===== config.mk =====
export PLATFORM = sky130hd
export DESIGN_NAME = reduce_sched
export DESIGN_NICKNAME = d
export VERILOG_FILES = /design/src/rtl/reduce_sched.sv
export SDC_FILE = /design/constraint.sdc
export NUM_CORES = 1
export LEC_CHECK = 0
export BUFFER_PORTS_ARGS = -buffer_cell sky130_fd_sc_hd__clkbuf_2
export CORE_AREA = 2 2 54 56
export DETAILED_ROUTE_END_ITERATION = 6
export DIE_AREA = 0 0 56 58
export PLACE_DENSITY_LB_ADDON = 0.08
export SYNTH_ARGS = -nofsm -noshare
export SYNTH_HDL_FRONTEND = slang
export SYNTH_SLANG_ARGS = --single-unit

===== constraint.sdc =====
create_clock -name clk -period 2.9 [get_ports clk]
set_clock_uncertainty 0.1 [all_clocks]
set_input_delay 0.29 -clock clk [delete_from_list [all_inputs] [get_ports clk]]
set_output_delay 0.29 -clock clk [all_outputs]
set_load 0.01 [all_outputs]

===== src/rtl/reduce_sched.sv =====
// reduce_sched: round-robin scheduler sharing one registered bitwise-reduction
// unit (AND/OR/XOR/NAND/NOR) among N requesters, answering over a valid/ready
// response channel tagged with the requester id.
// Optional feature macro: REDUCE_SCHED_XNOR_EN adds opcode 5 = XNOR reduction.
module reduce_sched #(
    parameter int N = 4,
    parameter int W = 4,
    localparam int IW = (N > 1) ? $clog2(N) : 1
) (
    input  logic            clk,
    input  logic            rst,
    input  logic [N-1:0]    req_valid,
    output logic [N-1:0]    req_ready,
    input  logic [N*W-1:0]  req_x,
    input  logic [N*3-1:0]  req_op,
    output logic            rsp_valid,
    input  logic            rsp_ready,
    output logic            rsp_y,
    output logic [IW-1:0]   rsp_id,
    output logic            rsp_err,
    output logic            busy
);

    typedef enum logic [1:0] {
        IDLE = 2'd0,
        EXEC = 2'd1,
        RESP = 2'd2
    } state_t;

    localparam logic [IW-1:0] LAST_ID = IW'(N - 1);

    state_t          state_r;
    state_t          state_next_s;
    logic [IW-1:0]   ptr_r;
    logic [IW-1:0]   win_s;
    logic            found_s;
    logic [IW:0]     idx_s;
    logic [N-1:0]    grant_oh_s;
    logic [W-1:0]    x_r;
    logic [2:0]      op_r;
    logic [IW-1:0]   gid_r;
    logic            rsp_valid_r;
    logic            rsp_y_r;
    logic            rsp_err_r;
    logic [IW-1:0]   rsp_id_r;
    logic            busy_r;
    logic            grant_s;

    // Reduction unit: returns {err, y}. Operand X/Z bits flow through the
    // reduction operators untouched.
    function automatic logic [1:0] reduce_fn(input logic [W-1:0] x, input logic [2:0] op);
        logic [1:0] r;
        case (op)
            3'd0:    r = {1'b0, &x};
            3'd1:    r = {1'b0, |x};
            3'd2:    r = {1'b0, ^x};
            3'd3:    r = {1'b0, ~&x};
            3'd4:    r = {1'b0, ~|x};
`ifdef REDUCE_SCHED_XNOR_EN
            3'd5:    r = {1'b0, ~^x};
`endif
            default: r = {1'b1, 1'b0};
        endcase
        return r;
    endfunction

    // Round-robin search: first valid index starting at ptr, wrapping mod N.
    always_comb begin
        win_s   = '0;
        found_s = 1'b0;
        idx_s   = '0;
        for (int k = 0; k < N; k++) begin
            idx_s   = {1'b0, ptr_r} + (IW+1)'(k);
            idx_s   = (idx_s >= (IW+1)'(N)) ? (idx_s - (IW+1)'(N)) : idx_s;
            win_s   = (req_valid[idx_s[IW-1:0]] && !found_s) ? idx_s[IW-1:0] : win_s;
            found_s = found_s | req_valid[idx_s[IW-1:0]];
        end
    end

    assign grant_s = (state_r == IDLE) && found_s;

    // State register.
    always_ff @(posedge clk or posedge rst) begin
        if (rst) begin
            state_r <= IDLE;
        end else begin
            state_r <= state_next_s;
        end
    end

    // Next-state logic: IDLE -> EXEC on grant, EXEC -> RESP, RESP -> IDLE on handshake.
    always_comb begin
        state_next_s = state_r;
        case (state_r)
            IDLE: begin
                if (found_s) begin
                    state_next_s = EXEC;
                end else begin
                    state_next_s = IDLE;
                end
            end
            EXEC: state_next_s = RESP;
            RESP: begin
                if (rsp_ready) begin
                    state_next_s = IDLE;
                end else begin
                    state_next_s = RESP;
                end
            end
            default: state_next_s = IDLE;
        endcase
    end

    // Output logic: one-hot accept for the winner, only while IDLE and out of reset.
    always_comb begin
        grant_oh_s        = '0;
        grant_oh_s[win_s] = 1'b1;
        if (grant_s && !rst) begin
            req_ready = grant_oh_s;
        end else begin
            req_ready = '0;
        end
    end

    // Status flags tracking the state register exactly.
    always_ff @(posedge clk or posedge rst) begin
        if (rst) begin
            busy_r      <= 1'b0;
            rsp_valid_r <= 1'b0;
        end else begin
            busy_r      <= (state_next_s != IDLE);
            rsp_valid_r <= (state_next_s == RESP);
        end
    end

    // Grant capture: latch the winner's operand/opcode/id and advance the pointer.
    always_ff @(posedge clk or posedge rst) begin
        if (rst) begin
            x_r   <= '0;
            op_r  <= 3'd0;
            gid_r <= '0;
            ptr_r <= '0;
        end else if (grant_s) begin
            x_r   <= req_x[win_s*W +: W];
            op_r  <= req_op[win_s*3 +: 3];
            gid_r <= win_s;
            ptr_r <= (win_s == LAST_ID) ? '0 : (win_s + IW'(1));
        end else begin
            x_r   <= x_r;
            op_r  <= op_r;
            gid_r <= gid_r;
            ptr_r <= ptr_r;
        end
    end

    // Result register: evaluated once in EXEC and held through RESP.
    always_ff @(posedge clk or posedge rst) begin
        if (rst) begin
            rsp_y_r   <= 1'b0;
            rsp_err_r <= 1'b0;
            rsp_id_r  <= '0;
        end else if (state_r == EXEC) begin
            {rsp_err_r, rsp_y_r} <= reduce_fn(x_r, op_r);
            rsp_id_r             <= gid_r;
        end else begin
            rsp_y_r   <= rsp_y_r;
            rsp_err_r <= rsp_err_r;
            rsp_id_r  <= rsp_id_r;
        end
    end

    assign rsp_valid = rsp_valid_r;
    assign rsp_y     = rsp_y_r;
    assign rsp_err   = rsp_err_r;
    assign rsp_id    = rsp_id_r;
    assign busy      = busy_r;

endmodule


==> results of run 1 <==
-- critical path: stages, from the launching register on --
cell and delay (ns):
dfrtp_1 0.46, nor2b_1 0.17, o21a_1 0.31, nor3_4 0.30
inv_4 0.14, ha_1 0.22, and3_1 0.16, clkbuf_2 0.12
-- power by group through the flow --
stage	Sequential, mW	Clock (mW)	Combinational [mW]
floorplan	0.497	0	0.556
global placement	0.503	0	0.723
detailed placement	0.508	0	0.745
CTS	0.503	0.136	0.747
global route	0.522	0.149	0.830
finish	0.503	0.131	0.740
-- area by class of cell --
class,instances,share of cell area [%]
Tap cell,31,2.58
Clock buffer,4,1.75
Multi-Input combinational cell,93,45.3
Timing Repair Buffer,48,16.8
Inverter,7,1.92
Sequential cell,19,31.6
-- how the worst max path moves through the flow --
stage / depth (start not counted) / startpoint / to / slack [ns]
after global routing: 7 / ptr_r[1] / req_ready[2] / 0.21
after global placement: 7 / req_valid[3] / req_ready[1] / 0.64
final: 7 / ptr_r[1] / req_ready[2] / 0.33
after CTS: 7 / ptr_r[1] / req_ready[2] / 0.32
after floorplan: 6 / ptr_r[1] / op_r[1] / 0.78
after detailed placement: 7 / req_valid[3] / req_ready[0] / 0.55
-- layout by cell type (no fill, tap or decap), types with 3 or more instances in the layout --
cell      netlist  routed
ha_1            5       5
buf_4           0       3
nand4_1         7       7
a21oi_1        10      10
nand2_1         9       9
clkbuf_4        0       3
nand2b_1        3       3
nor2_1          9       9
clkbuf_2        0      44
a221o_1         6       6
mux2_4          6       6
o31ai_1         7       7
o21ai_0         3       3
inv_1           6       6
dfrtp_1        19      19
-- Yosys cell counts, types with 3 or more instances --
cell type / n
nor2_1: 9
nand2_1: 9
o21ai_0: 3
dfrtp_1: 19
mux2_4: 6
o31ai_1: 7
ha_1: 5
a21oi_1: 10
nand4_1: 7
nand2b_1: 3
inv_1: 6
clkbuf_1: 3
a221o_1: 6
-- layer usage --
metal / global-route usage [%] / up-vias / wire length (um)
met5: 0 / - / 0
met4: 8.16 / 0 / 59
met3: 2.46 / 6 / 138
met2: 31.8 / 38 / 1300
met1: 22.9 / 491 / 1280
li1: - / 564 / -
-- sequential cells by signal (all words and copies together) (netlist names) --
name and cells:
rsp_valid 1, op_r 3, rsp_y 1, rsp_err 1, state_r 2, rsp_id 2, gid_r 2, ptr_r 2
x_r 4, busy 1
-- metrics by stage --
| stage | utilization [%] | setup WS [ns] | instance area, um^2 | instances |
|---|---|---|---|---|
| after floorplan | - | 0.782 | 1210 | 123 |
| after global placement | 55.1 | 0.645 | 1470 | 197 |
| after detailed placement | 55.1 | 0.546 | 1470 | 197 |
| after CTS | 56.4 | 0.324 | 1500 | 202 |
| after global routing | 56.4 | 0.210 | 1500 | 202 |
| final | 56.4 | 0.327 | 1500 | 202 |
-- kinds of logic (layout without fill, tap and decap cells) --
family,after synthesis,after routing
flip-flops,19,19
adder cells (fa/ha/maj),5,5
XOR/XNOR,1,1
AO/OA/AOI/OAI,39,39
AND/OR/NAND/NOR,39,39
buffers and inverters,11,59
multiplexers,9,9
==> impl_metrics.py, run 1 <==
metrics = {
    "run_status": {
        "outcome": "finished, final reports clean",
    },
    "yosys": {
        "syn-cell-area_um2": 1210,
        "synth_ff_type": "dfrtp_1",
        "avgSynthCellArea_um2": 9.82,
        "synth-compound-area-share_pct": 23.0,
        "synth_top_area_share_pct": 39.4,
        "synth_cells": 123,
        "synth_nets": 163,
        "ys_ff_latch": 19,
        "synthSimpleGateAreaFrac_pct": 17.3,
        "synth_mux_area_share_pct": 10.2,
        "yosys.area.top_type": "dfrtp_1",
        "synthArstFlopShare_pct": 100,
        "synth_fa_ha_area_share_pct": 5.18,
        "synthDistinctLibCells": 35,
        "yosys_warnings": 0,
        "synth-xor-area-share_pct": 0.725,
        "ys_seq_area_share_pct": 39.4,
        "synth_top_family_by_area": "compound AO/OA/AOI/OAI gates",
        "netlist_top_cells_area": "dfrtp_1, mux2_4, ha_1",
        "synth-edff-count": 0,
    },
    "finish": {
        "ff_latch_area_um2": 475,
        "drive_gt1_share_pct": 36.8,
        "final_nets": 212,
        "area_delta_synth_final_pct": 24.5,
        "n_fill_cell": 258,
        "n_antenna_cell": 0,
        "multi_input_area_um2": 681,
    },
    "routing": {
        "vias_per_cell": 5.44,
        "route.vias.total": 1099,
        "drtIter0Drc": 27,
        "wirelength_um": 2780,
        "wl_per_cell_um": 13.7,
        "dr.pass1.iters": 5,
        "drt.antenna.violating_nets": 0,
        "drc": 0,
    },
    "die": {
        "start_util_pct": 45.3,
        "die_area_um2": 3250,
        "core_area_um2": 2660,
        "num_rows": 19,
        "die_h_um": 58,
        "ios": 45,
        "die_w_um": 56,
    },
    "power_and_ir_drop": {
        "pwr-share-comb_pct": 53.8,
        "ir_drop_mv": 0.553,
        "leakagePower_nw": 0.775,
        "pwr-share-clk_pct": 9.6,
        "intPower_uw": 802,
        "seq_power_share_pct": 36.6,
        "total_power_mw": 1.37,
        "p_per_area_nw_per_um2": 914,
        "switching_power_uw": 571,
        "p_sw_share_pct": 41.6,
    },
    "clocking": {
        "cts_inserted_buffers": 3,
        "htreeDepth": 1,
        "path_clk_slew_ns": 0.10,
        "cts_tree": "built",
        "cts_root_buf": "clkbuf_4",
        "clock_path_buffers": 2,
        "clk_latency_ns": 0.29,
        "cts_setup_buffers": 0,
        "ctsResizeCount": 0,
        "hold_buffers": 1,
        "cts_sinks": 19,
    },
    "worst_hold_path": {
        "min_path_type": "input pin to flop",
        "whs_endpoint": "rsp_valid",
        "hold-path-cell-count": 4,
        "hold_start": "rsp_ready",
    },
    "global_route": {
        "grt_usage_pct": 18.3,
        "grt_pass1_vias": 1079,
        "antenna_found_initial": 0,
        "grt_pass1_wl_um": 4690,
        "grt_max_degree": 16,
        "grt-ovfl-total": 0,
    },
    "setup_path": {
        "worst_r2r_endpoint": "x_r[0]",
        "critPathRequiredTime_ns": 2.51,
        "path_class": "flop to primary output",
        "r2r-start": "ptr_r[1]",
        "reg2reg_slack_ns": 0.66,
        "start_kind": "flop",
        "r2r_cells": 6,
        "critPathCaptureType": "primary output",
        "arrival_ns": 2.18,
        "path_max_fanout": 10,
    },
    "sta": {
        "worst_pin_slew_ns": 0.610,
        "slew_headroom_pct": 59.1,
        "fin_tns_setup_ns": 0,
        "final_hold_viol_count": 0,
        "finalCriticalPeriod_ns": 2.57,
        "holdWs_ns": 0.185,
        "slew_violations": 0,
        "timing.final.crit_share_pct": 88.7,
        "fmax_mhz": 389,
        "rsz0062_at_grt": "false",
        "setup_violations": 0,
    },
    "placement": {
        "dp_hpwl_um": 2270,
        "io_buffers": 44,
        "gp_congestion": 0.768,
    },
    "job": {
        "cap_violations": 0,
    },
}
(Power assumes the default switching activity.)
==> run 2, diff against run 1 <==
MAX_ROUTING_LAYER = met4   (was default)
==> impl_metrics.py, run 2 (synthesized netlist as in run 1, its figures left out) <==
metrics = {
    "power_and_ir_drop": {
        "p_per_area_nw_per_um2": 914,
        "leakagePower_nw": 0.775,
        "ir_drop_mv": 0.553,
        "total_power_mw": 1.37,
    },
    "routing": {
        "dr.pass1.iters": 4,
        "route.vias.total": 1093,
        "wl_per_cell_um": 13.7,
        "vias_per_cell": 5.41,
        "drt.antenna.violating_nets": 0,
        "wirelength_um": 2770,
        "drtIter0Drc": 27,
        "drc": 0,
    },
    "finish": {
        "regMostFlops": "x_r",
        "largest_reg_flops": 4,
        "drive_gt1_share_pct": 36.8,
        "final_common_cell": "clkbuf_2",
        "largestRegisters": "x_r x4, op_r x3",
        "final_cell_mix": "clkbuf_2, dfrtp_1, a21oi_1",
        "final_nets": 212,
        "area_delta_synth_final_pct": 24.5,
        "n_antenna_cell": 0,
    },
    "clocking": {
        "clock_path_buffers": 2,
        "hold_buffers": 1,
        "cts_setup_buffers": 0,
        "ctsResizeCount": 0,
        "cts_tree": "built",
        "cts_inserted_buffers": 3,
        "clk_latency_ns": 0.29,
        "cts_root_buf": "clkbuf_4",
        "path_clk_slew_ns": 0.10,
        "cts_sinks": 19,
        "htreeDepth": 1,
    },
    "global_route": {
        "grt_pass1_wl_um": 4660,
        "antenna_found_initial": 0,
        "grt-ovfl-total": 0,
        "grt_max_degree": 16,
        "grt_usage_pct": 18.8,
        "grt_pass1_vias": 1083,
    },
    "worst_hold_path": {
        "min_path_type": "input pin to flop",
    },
    "die": {
        "die_w_um": 56,
        "core_area_um2": 2660,
        "die_area_um2": 3250,
        "start_util_pct": 45.3,
        "ios": 45,
        "die_h_um": 58,
        "num_rows": 19,
    },
    "setup_path": {
        "cp_slowest_stage_delay_ns": 0.46,
        "path_max_fanout": 10,
        "path_class": "flop to primary output",
        "path_cells": "nor2b_1 -> o21a_1 -> nor3_4 -> inv_4 -> ha_1 -> and3_1 -> clkbuf_2",
        "arrival_ns": 2.18,
        "crit_slowest_cell": "dfrtp_1",
        "critPathRequiredTime_ns": 2.51,
        "critPathCaptureType": "primary output",
        "start_kind": "flop",
    },
    "sta": {
        "fin_tns_setup_ns": 0,
        "worst_slack_ns": 0.327,
        "fmax_mhz": 389,
        "finalCriticalPeriod_ns": 2.57,
        "setup_violations": 0,
        "slew_violations": 0,
        "final_hold_viol_count": 0,
        "rsz0062_at_grt": "false",
        "timing.final.crit_share_pct": 88.7,
        "slew_headroom_pct": 57.3,
        "worst_pin_slew_ns": 0.637,
    },
    "run_status": {
        "outcome": "finished, final reports clean",
    },
    "placement": {
        "gp_congestion": 0.779,
        "pre_cts_slack_ns": 0.546,
        "io_buffers": 44,
        "dp_hpwl_um": 2270,
    },
    "job": {
        "cap_violations": 0,
    },
}
==> run 2: cell counts in the layout (fill, tap and decap cells not counted) <==
No cell type changed its count.
==> run 2: power breakdown <==
group	total (mW)	leakage (nW)	switching, mW	internal, mW
Clock	0.131	0.0150	0.0774	0.0535
Combinational	0.740	0.526	0.388	0.353
Sequential	0.502	0.234	0.107	0.396
==> run 2: worst max-delay path: cells and delay by family, from the launching register on <==
| kind | cells | cell delay [ns] |
|---|---|---|
| AND/OR/NAND/NOR | 3 | 0.63 |
| flip-flops | 1 | 0.46 |
| AO/OA/AOI/OAI | 1 | 0.31 |
| buffers and inverters | 2 | 0.26 |
| adder cells (fa/ha/maj) | 1 | 0.22 |
==> run 2: final cells by class <==
cell class / count / area [um^2]
sequential: 19 / 475
timing repair buffer: 48 / 253
tap: 31 / 38.8
multi-input combinational: 93 / 681
inverter: 7 / 28.8
clock buffer: 4 / 26.3
fill: 258 / 1160
==> run 2: final timing paths <==
kind	start	endpoint	slack, ns	cells after the start
worst min register to register	rsp_y	rsp_y	0.39	2
worst max-delay path	ptr_r[1]	req_ready[2]	0.33	7
worst min-delay path	rsp_ready	rsp_valid	0.19	4
worst max register to register	ptr_r[1]	x_r[0]	0.66	6
min in group asynchronous	rst	ptr_r[0]	0.38	3
max in group asynchronous	rst	x_r[0]	1.85	4
==> run 2: through the flow <==
stage	instance area, um^2	std cells	hold slack (ns)	utilization (%)
final	1500	202	0.186	56.4
after global routing	1500	202	0.208	56.4
after CTS	1500	202	0.180	56.4
after detailed placement	1470	197	0.166	55.1
after floorplan	1210	123	0.152	-
after global placement	1470	197	0.158	55.1
==> run 2: metal layers <==
| metal | GRT usage [%] | routed length [um] | vias to the layer above |
|---|---|---|---|
| met3 | 2.01 | 143 | 6 |
| li1 | - | - | 561 |
| met2 | 31.9 | 1300 | 38 |
| met1 | 22.9 | 1270 | 488 |
| met5 | - | 0 | - |
| met4 | 8.16 | 59 | 0 |
